`src/rtl/add_rs.sv`:
```
// add_rs: reservation station in front of the two-cycle add/sub unit.
// Holds dispatched ops until both operands arrive via the CDB, then issues one at a time.
module add_rs #(
    parameter int unsigned NUM_RS   = 4,
    parameter int unsigned TAG_W    = 4,
    parameter int unsigned TAG_BASE = 1
) (
    input  logic              clk,
    input  logic              rst_n,

    input  logic              disp_valid,
    output logic              disp_ready,
    input  logic [2:0]        disp_op,
    input  logic [31:0]       disp_vj,
    input  logic [31:0]       disp_vk,
    input  logic [TAG_W-1:0]  disp_qj,
    input  logic [TAG_W-1:0]  disp_qk,
    output logic [TAG_W-1:0]  disp_tag,

    input  logic              cdb_valid,
    input  logic [TAG_W-1:0]  cdb_tag,
    input  logic [31:0]       cdb_data,

    output logic              exe_start,
    output logic [2:0]        exe_op,
    output logic [31:0]       exe_a,
    output logic [31:0]       exe_b,
    input  logic              exe_valid,
    input  logic [31:0]       exe_result,

    output logic              wb_valid,
    output logic [TAG_W-1:0]  wb_tag,
    output logic [31:0]       wb_data
);

    localparam int unsigned DATA_W = 32;
    localparam int unsigned OP_W   = 3;
    localparam int unsigned IDX_W  = (NUM_RS > 1) ? $clog2(NUM_RS) : 1;

    typedef enum logic [0:0] {
        ST_IDLE = 1'b0,
        ST_WAIT = 1'b1
    } state_e;

    typedef struct packed {
        logic [OP_W-1:0]   op;
        logic [DATA_W-1:0] vj;
        logic [TAG_W-1:0]  qj;
        logic [DATA_W-1:0] vk;
        logic [TAG_W-1:0]  qk;
    } entry_t;

    state_e              state_q, state_d;
    logic [NUM_RS-1:0]   busy_q, busy_d;
    logic [NUM_RS-1:0]   issued_q, issued_d;
    entry_t              ent_q [NUM_RS];
    entry_t              ent_d [NUM_RS];
    logic [IDX_W-1:0]    idx_q, idx_d;

    logic                exe_start_q, exe_start_d;
    logic [OP_W-1:0]     exe_op_q, exe_op_d;
    logic [DATA_W-1:0]   exe_a_q, exe_a_d;
    logic [DATA_W-1:0]   exe_b_q, exe_b_d;
    logic                wb_valid_q, wb_valid_d;
    logic [TAG_W-1:0]    wb_tag_q, wb_tag_d;
    logic [DATA_W-1:0]   wb_data_q, wb_data_d;

    logic                free_found;
    logic [IDX_W-1:0]    free_idx;
    logic                rdy_found;
    logic [IDX_W-1:0]    rdy_idx;
    logic                disp_fire;
    logic                issue_fire;
    logic                done_fire;
    logic                cdb_hit_j;
    logic                cdb_hit_k;

    // Lowest-index free entry; drives dispatch handshake from registered busy bits only.
    always_comb begin
        free_found = 1'b0;
        free_idx   = '0;
        for (int i = 0; i < int'(NUM_RS); i++) begin
            if (!free_found && !busy_q[i]) begin
                free_found = 1'b1;
                free_idx   = IDX_W'(i);
            end
        end
    end

    assign disp_ready = free_found;
    assign disp_tag   = free_found ? (TAG_W'(TAG_BASE) + TAG_W'(free_idx)) : '0;
    assign disp_fire  = disp_valid && free_found;

    // Lowest-index entry with both operands present and not yet sent to the adder.
    always_comb begin
        rdy_found = 1'b0;
        rdy_idx   = '0;
        for (int i = 0; i < int'(NUM_RS); i++) begin
            if (!rdy_found && busy_q[i] && !issued_q[i]
                && (ent_q[i].qj == '0) && (ent_q[i].qk == '0)) begin
                rdy_found = 1'b1;
                rdy_idx   = IDX_W'(i);
            end
        end
    end

    // Issue FSM: one operation in flight; result returned as a wb pulse.
    always_comb begin
        state_d     = state_q;
        idx_d       = idx_q;
        exe_start_d = 1'b0;
        exe_op_d    = exe_op_q;
        exe_a_d     = exe_a_q;
        exe_b_d     = exe_b_q;
        wb_valid_d  = 1'b0;
        wb_tag_d    = wb_tag_q;
        wb_data_d   = wb_data_q;
        issue_fire  = 1'b0;
        done_fire   = 1'b0;
        case (state_q)
            ST_IDLE: begin
                if (rdy_found) begin
                    state_d     = ST_WAIT;
                    idx_d       = rdy_idx;
                    exe_start_d = 1'b1;
                    exe_op_d    = ent_q[rdy_idx].op;
                    exe_a_d     = ent_q[rdy_idx].vj;
                    exe_b_d     = ent_q[rdy_idx].vk;
                    issue_fire  = 1'b1;
                end
            end
            ST_WAIT: begin
                if (exe_valid) begin
                    state_d    = ST_IDLE;
                    wb_valid_d = 1'b1;
                    wb_tag_d   = TAG_W'(TAG_BASE) + TAG_W'(idx_q);
                    wb_data_d  = exe_result;
                    done_fire  = 1'b1;
                end
            end
            default: state_d = ST_IDLE;
        endcase
    end

    assign cdb_hit_j = cdb_valid && (cdb_tag != '0) && (cdb_tag == disp_qj);
    assign cdb_hit_k = cdb_valid && (cdb_tag != '0) && (cdb_tag == disp_qk);

    // Entry updates: CDB snoop, issue marking, completion free, dispatch write with bypass.
    always_comb begin
        busy_d   = busy_q;
        issued_d = issued_q;
        ent_d    = ent_q;
        for (int i = 0; i < int'(NUM_RS); i++) begin
            if (busy_q[i] && cdb_valid && (cdb_tag != '0)) begin
                if (ent_q[i].qj == cdb_tag) begin
                    ent_d[i].vj = cdb_data;
                    ent_d[i].qj = '0;
                end
                if (ent_q[i].qk == cdb_tag) begin
                    ent_d[i].vk = cdb_data;
                    ent_d[i].qk = '0;
                end
            end
            if (issue_fire && (rdy_idx == IDX_W'(i))) begin
                issued_d[i] = 1'b1;
            end
            if (done_fire && (idx_q == IDX_W'(i))) begin
                busy_d[i]   = 1'b0;
                issued_d[i] = 1'b0;
            end
            if (disp_fire && (free_idx == IDX_W'(i))) begin
                busy_d[i]    = 1'b1;
                issued_d[i]  = 1'b0;
                ent_d[i].op  = disp_op;
                ent_d[i].vj  = cdb_hit_j ? cdb_data : disp_vj;
                ent_d[i].qj  = cdb_hit_j ? '0 : disp_qj;
                ent_d[i].vk  = cdb_hit_k ? cdb_data : disp_vk;
                ent_d[i].qk  = cdb_hit_k ? '0 : disp_qk;
            end
        end
    end

    always_ff @(posedge clk or negedge rst_n) begin
        if (!rst_n) begin
            state_q     <= ST_IDLE;
            busy_q      <= '0;
            issued_q    <= '0;
            idx_q       <= '0;
            exe_start_q <= 1'b0;
            exe_op_q    <= '0;
            exe_a_q     <= '0;
            exe_b_q     <= '0;
            wb_valid_q  <= 1'b0;
            wb_tag_q    <= '0;
            wb_data_q   <= '0;
        end else begin
            state_q     <= state_d;
            busy_q      <= busy_d;
            issued_q    <= issued_d;
            idx_q       <= idx_d;
            exe_start_q <= exe_start_d;
            exe_op_q    <= exe_op_d;
            exe_a_q     <= exe_a_d;
            exe_b_q     <= exe_b_d;
            wb_valid_q  <= wb_valid_d;
            wb_tag_q    <= wb_tag_d;
            wb_data_q   <= wb_data_d;
        end
    end

    // Payloads are qualified by busy, so they need no reset.
    always_ff @(posedge clk) begin
        ent_q <= ent_d;
    end

    assign exe_start = exe_start_q;
    assign exe_op    = exe_op_q;
    assign exe_a     = exe_a_q;
    assign exe_b     = exe_b_q;
    assign wb_valid  = wb_valid_q;
    assign wb_tag    = wb_tag_q;
    assign wb_data   = wb_data_q;

endmodule

```
`config.mk`:
```
export PLATFORM = sky130hd
export DESIGN_NAME = add_rs
export DESIGN_NICKNAME = d
export VERILOG_FILES = /design/src/rtl/add_rs.sv
export SDC_FILE = /design/constraint.sdc
export NUM_CORES = 1
export LEC_CHECK = 0
export CAP_MARGIN = 5
export CELL_PAD_IN_SITES_DETAIL_PLACEMENT = 0
export CELL_PAD_IN_SITES_GLOBAL_PLACEMENT = 2
export CORE_MARGIN = 3
export CORE_UTILIZATION = 39
export DETAILED_ROUTE_END_ITERATION = 10
export GPL_TIMING_DRIVEN = 0
export PLACE_DENSITY = 0.87
export SKIP_CTS_REPAIR_TIMING = 1
export SLEW_MARGIN = 20
export SYNTH_ARGS = -nofsm -noshare
export SYNTH_HDL_FRONTEND = slang
export SYNTH_SLANG_ARGS = --single-unit
```
`constraint.sdc`:
```
create_clock -name clk -period 4.3 [get_ports clk]
set_input_delay 0.86 -clock clk [delete_from_list [all_inputs] [get_ports clk]]
set_output_delay 0.86 -clock clk [all_outputs]
set_load 0.1 [all_outputs]
```
==> flow_summary.json, run 1 <==
{
  "cap_violations": 0,
  "setup.worst_path.class": "primary input to flip-flop",
  "drt-pass1-iter-count": 5,
  "fillerInstances": 4028,
  "port-buffer-count": 255,
  "worst_path_largest_cell_delay_ns": 0.92,
  "groute.usage.overall": 0.233,
  "crit_path_cell_trace": "clkdlybuf4s50_1 -> o41a_1 -> nand3_1 -> nor3_1 -> nor2_1 -> clkbuf_1 -> mux2_2",
  "synth_enable_flop_cells": 300,
  "run_status": "completed",
  "tritoncts.num_buffers": 46,
  "final-max-slew-violation-count": 0,
  "period_needed_ns": 3.90,
  "post_route_cells_drive_above_1_share": 0.236,
  "clk_root_buf": "clkbuf_16",
  "cp_data_required_time_ns": 4.62,
  "drc_errors": 0,
  "critical_path_peak_fanout": 10,
  "totalWireLength_um": 59400,
  "worst_slew_margin_rel": 0.200,
  "die-width_um": 225,
  "critPathCaptureType": "flip-flop",
  "cp_slowest_cell": "nor2_1",
  "clk_pin_slew_worst_paths_ns": 0.06,
  "viasPerCell": 5.67,
  "final.setup.tns_ns": 0,
  "leakage_nw": 8.60,
  "num_io_pins": 258,
  "cpLargestDelayFamily": "buffers and inverters",
  "core_area_mm2": 0.0470,
  "yosys_warnings": 0,
  "num-nets-final": 1808,
  "netlist_instances": 1330,
  "timing.critical_path.buf_inv": 2,
  "grt_setup_unrepaired": "no",
  "ir_worst_vdd_uv": 504,
  "num_vias": 13000,
  "syn_area_mm2": 0.0187,
  "grt_max_degree": 62,
  "start_util": 0.397,
  "dieArea_mm2": 0.0505,
  "hold_viol_final": 0,
  "detail_route.wl_per_cell_um": 25.8,
  "drt.antenna.violating_nets": 0,
  "area_growth_syn_to_layout_pct": 28.8,
  "p_per_area_mw_per_mm2": 774,
  "fmax_ghz": 0.257,
  "placement_row_count": 79,
  "cts.path.max_buffers": 3,
  "min-delay-path-class": "primary input to asynchronous set/reset pin",
  "period_share": 0.906,
  "cts_num_sinks": 415,
  "regArea_mm2": 0.0119,
  "timing.critical_path.arrival_ns": 4.22,
  "ys_types": 49,
  "fin_util": 0.512,
  "ys_seq_elements": 415,
  "finalSetupViolCount": 0,
  "ctsHtreeMaxLevel": 2,
  "clock_insertion_delay_worst_skew_ns": 0.59,
  "yosys_most_used_dff": "edfxtp_1",
  "die_height_um": 225,
  "first_global_vias": 13700,
  "async_reset_ff_frac": 0.277,
  "fin_skew_ns": 0.0289,
  "final_cell_area_mm2": 0.0240,
  "hpwlAfterDp_um": 41200,
  "total_area_of_multi_input_combinational_cells_mm2": 0.00641,
  "start_kind": "primary input",
  "placement_stage_cell_area_mm2": 0.0225,
  "globalRouteOverflowTotal": 0,
  "drt_first_iter_violations": 1205,
  "cts_tree": "yes",
  "grt_pass1_wl_um": 87300,
  "synthesized_area_per_cell_um2": 14.0,
  "synth-seq-area-share": 0.637,
  "gpl.final_weighted_congestion": 0.814,
  "number_of_antenna_violations_at_the_first_check_in_global_routing": 5,
  "worst_pin_slew_ns": 1.20
}
==> logic make-up after synthesis <==
group,synth area share
other,0.000201
AOI/OAI and AO/OA,0.0863
adders and majority gates,0.00536
buffers and inverters,0.0249
DFF,0.637
and+or+nand+nor,0.0731
muxes,0.154
xor gates and xnor gates,0.0188
==> area by class of cell <==
type,instances,area share
inverters,13,0.00203
multi-input cells,818,0.267
clock buffers,70,0.0550
flip-flops and latches,415,0.495
repair buffers,273,0.126
plain buffers,85,0.0173
clock inverters,16,0.00620
well taps,607,0.0316
diodes,4,0.000417
==> layout by cell type, fill, tap and decap left out, types with 8 or more instances in the layout <==
master,netlist,routed
nor2_1,73,71
clkdlybuf4s50_1,0,254
nand4_1,9,9
buf_16,0,16
nand2_1,133,133
o21ai_4,0,8
dfrtp_1,115,115
clkbuf_16,0,47
edfxtp_1,300,300
a21oi_1,71,71
inv_1,12,12
mux2_2,256,256
nor3b_1,10,10
buf_2,29,29
ha_1,8,8
xnor2_1,36,36
and2_1,37,37
a221oi_1,57,57
o221ai_1,57,57
clkbuf_1,45,62
==> registers in the layout, summed over array words and instances (netlist names) <==
signal and flops:
exe_b 32, exe_op 3, idx_q 2, wb_tag 3
exe_a 32, wb_data 32, ent_q 300, wb_valid 1
state_q 1, issued_q 4, exe_start 1, busy_q 4
==> metal layers <==
metal / GRT usage / share of wire
met5: 0 / 0.00035
met2: 0.398 / 0.49
met4: 0.0886 / 0.034
met1: 0.290 / 0.39
met3: 0.0505 / 0.083
==> through the flow <==
step | instances | worst slack [ns] | hold WS (ns) | total power (W)
final | 2301 | 0.404 | 0.211 | 0.0186
after floorplan | 1331 | 0.885 | 0.436 | 0.0120
after CTS | 2297 | 0.428 | 0.218 | 0.0187
after global placement | 2193 | -3.18 | 0.459 | 0.0144
after global routing | 2298 | 0.335 | 0.236 | 0.0193
after detailed placement | 2211 | -0.0965 | 0.462 | 0.0148
==> worst reg2reg max path, delay by kind of cell, from the launching register on <==
family        cells  cell delay [ns]
simple gates      4             1.64
buf+inv           2             0.85
mux               1             0.42
flops             1             0.52
fa+ha+maj         1             0.15
==> final timing paths <==
| check | from | slack [ns] | depth (start not counted) | to |
|---|---|---|---|---|
| worst max-delay path | cdb_tag[0] | 0.40 | 7 | ent_q[270]$_DFFE_PP_ |
| worst min-delay path | rst_n | 0.21 | 1 | wb_data[6]$_DFFE_PN0P_ |
| worst max register to register | busy_q[2]$_DFFE_PN0N_ | 0.47 | 8 | ent_q[270]$_DFFE_PP_ |
| worst min register to register | wb_data[1]$_DFFE_PN0P_ | 0.47 | 2 | wb_data[1]$_DFFE_PN0P_ |
| max in group asynchronous | rst_n | 3.35 | 2 | exe_b[1]$_DFFE_PN0P_ |
| min in group clk | wb_data[1]$_DFFE_PN0P_ | 0.47 | 2 | wb_data[1]$_DFFE_PN0P_ |
==> where the power goes <==
part / switching (W) / internal, W / leakage, nW
Combinational: 0.00600 / 0.00235 / 3.73
Sequential: 0.000608 / 0.00578 / 4.17
Clock: 0.00161 / 0.00224 / 0.707
==> cells in the mapped netlist, drive strengths merged (7+ instances only) <==
cell type  count  area [µm²]
buf           40         246
nand2        134         510
nor2          73         274
a221oi        57         499
dfrtp        115        2880
and2          38         239
o21ai         15        75.1
inv           13        48.8
mux2         256        2880
edfxtp       300        9010
nand4          9        56.3
nor3b         10        75.1
a22oi          7        52.6
a21oi         71         355
o221ai        57         499
clkbuf        45         169
xnor2         36         315
ha             8         100
Note: power is estimated with default switching activity, not from simulation.
==> run 2: changes to the inputs <==
- CAP_MARGIN: 5 -> 20
==> results of run 2 <==
Same layout as run 1: the final DEF is identical, and so are final timing and power.
==> run 3: changes to the inputs <==
- GPL_TIMING_DRIVEN: 0 -> 1
==> flow_summary.json, run 3 (synthesized netlist as in run 1, its figures left out) <==
{
  "run_status": "completed",
  "start_util": 0.397,
  "grt_setup_unrepaired": "no",
  "worst_pin_slew_ns": 1.10,
  "number_of_antenna_violations_at_the_first_check_in_global_routing": 7,
  "cap_violations": 0,
  "grt_pass1_wl_um": 83700,
  "drt-pass1-iter-count": 5,
  "start_kind": "flip-flop",
  "cts_tree": "yes",
  "finalHoldWorstSlack_ns": 0.348,
  "worst_slew_margin_rel": 0.266,
  "regArea_mm2": 0.0119,
  "place.detailed.instances": 2152,
  "mostFrequentLayoutCell": "edfxtp_1",
  "placement_row_count": 79,
  "ctsHtreeMaxLevel": 2,
  "cp_data_required_time_ns": 3.44,
  "post_route_cells_drive_above_1_share": 0.246,
  "die-width_um": 225,
  "critical_path_peak_fanout": 7,
  "first_global_vias": 13300,
  "timing.critical_path.buf_inv": 2,
  "timing.critical_path.arrival_ns": 2.49,
  "clk_root_buf": "clkbuf_16",
  "die_height_um": 225,
  "final.setup.tns_ns": 0,
  "grt_max_degree": 69,
  "instances_no_fill": 2242,
  "groute.usage.overall": 0.221,
  "crit_path_cell_trace": "inv_1 -> o21ai_0 -> clkdlybuf4s50_1",
  "cts.path.max_buffers": 3,
  "largest_register_ff_count": 300,
  "clk_pin_slew_worst_paths_ns": 0.06,
  "critPathCaptureType": "output port",
  "ir_worst_vdd_uv": 438,
  "fin_util": 0.506,
  "period_share": 0.780,
  "cp_slowest_cell": "clkdlybuf4s50_1",
  "viasPerCell": 5.61,
  "setup.worst_path.class": "flip-flop to output port",
  "area_growth_syn_to_layout_pct": 27.2,
  "core_area_mm2": 0.0470,
  "drt.antenna.violating_nets": 0,
  "worst_path_largest_cell_delay_ns": 1.18,
  "globalRouteOverflowTotal": 0,
  "dieArea_mm2": 0.0505,
  "fin_skew_ns": 0.0220,
  "num_vias": 12600,
  "gpl.final_weighted_congestion": 0.796,
  "clock_insertion_delay_worst_skew_ns": 0.58,
  "fillerInstances": 4022,
  "detail_route.wl_per_cell_um": 25.2,
  "min-delay-path-class": "primary input to asynchronous set/reset pin",
  "fmax_ghz": 0.298,
  "port-buffer-count": 255,
  "hold_viol_final": 0,
  "hpwlAfterDp_um": 34000,
  "leakage_nw": 8.44,
  "cpLargestDelayFamily": "buffers and inverters",
  "drc_errors": 0,
  "mostFrequentLayoutCells": "edfxtp_1, mux2_2, clkdlybuf4s50_1, nand2_1, dfrtp_1",
  "final-max-slew-violation-count": 0,
  "cts_num_sinks": 415,
  "total_area_of_multi_input_combinational_cells_mm2": 0.00647,
  "num_io_pins": 258,
  "period_needed_ns": 3.35,
  "totalWireLength_um": 56500,
  "tritoncts.num_buffers": 47,
  "largest-register": "ent_q",
  "num-nets-final": 1750,
  "finalSetupViolCount": 0,
  "drt_first_iter_violations": 964,
  "p_per_area_mw_per_mm2": 773
}
==> run 3: worst paths after layout <==
path                                               from                 endpoint  slack (ns)  depth (start not counted)
max in group asynchronous                         rst_n  wb_data[15]$_DFFE_PN0P_        3.01                          2
worst min-delay path                              rst_n    busy_q[3]$_DFFE_PN0N_        0.35                          1
worst min register to register     ent_q[280]$_DFFE_PP_    exe_a[15]$_DFFE_PN0P_        0.47                          2
worst max-delay path              busy_q[1]$_DFFE_PN0N_              disp_tag[0]        0.95                          3
min in group clk                   ent_q[280]$_DFFE_PP_    exe_a[15]$_DFFE_PN0P_        0.47                          2
worst max register to register  ent_q[75]$_SDFFCE_PN0P_     exe_b[8]$_DFFE_PN0P_        1.36                          7
==> run 3: per-stage QoR <==
stage                     power (W)  worst slack [ns]  cell area, µm²
after global routing         0.0191             0.758           23700
after detailed placement     0.0146             0.685           22300
final                        0.0183             0.947           23700
after floorplan              0.0120             0.885           18700
after global placement       0.0145             0.690           22300
after CTS                    0.0185             0.903           23700
==> run 3: layout make-up <==
type,count,area share
sequential,415,0.501
multi-input combinational,818,0.273
timing repair buffer,299,0.130
clock buffer,63,0.0560
tap,607,0.0320
clock inverter,25,0.00680
inverter,13,0.00206
antenna,2,0.000211
==> run 3: where the power goes <==
part / internal, W / switching (W) / total [W]
clock network: 0.00223 / 0.00163 / 0.00386
registers: 0.00578 / 0.000636 / 0.00642
logic: 0.00221 / 0.00585 / 0.00807
total: 0.0102 / 0.00812 / 0.0183
==> run 3: routing by layer <==
layer	up-vias	track usage	share of wire
met5	-	0	0.0013
met4	10	0.0677	0.029
met3	115	0.0514	0.065
met2	420	0.381	0.49
met1	6410	0.279	0.41
li1	5632	-	-
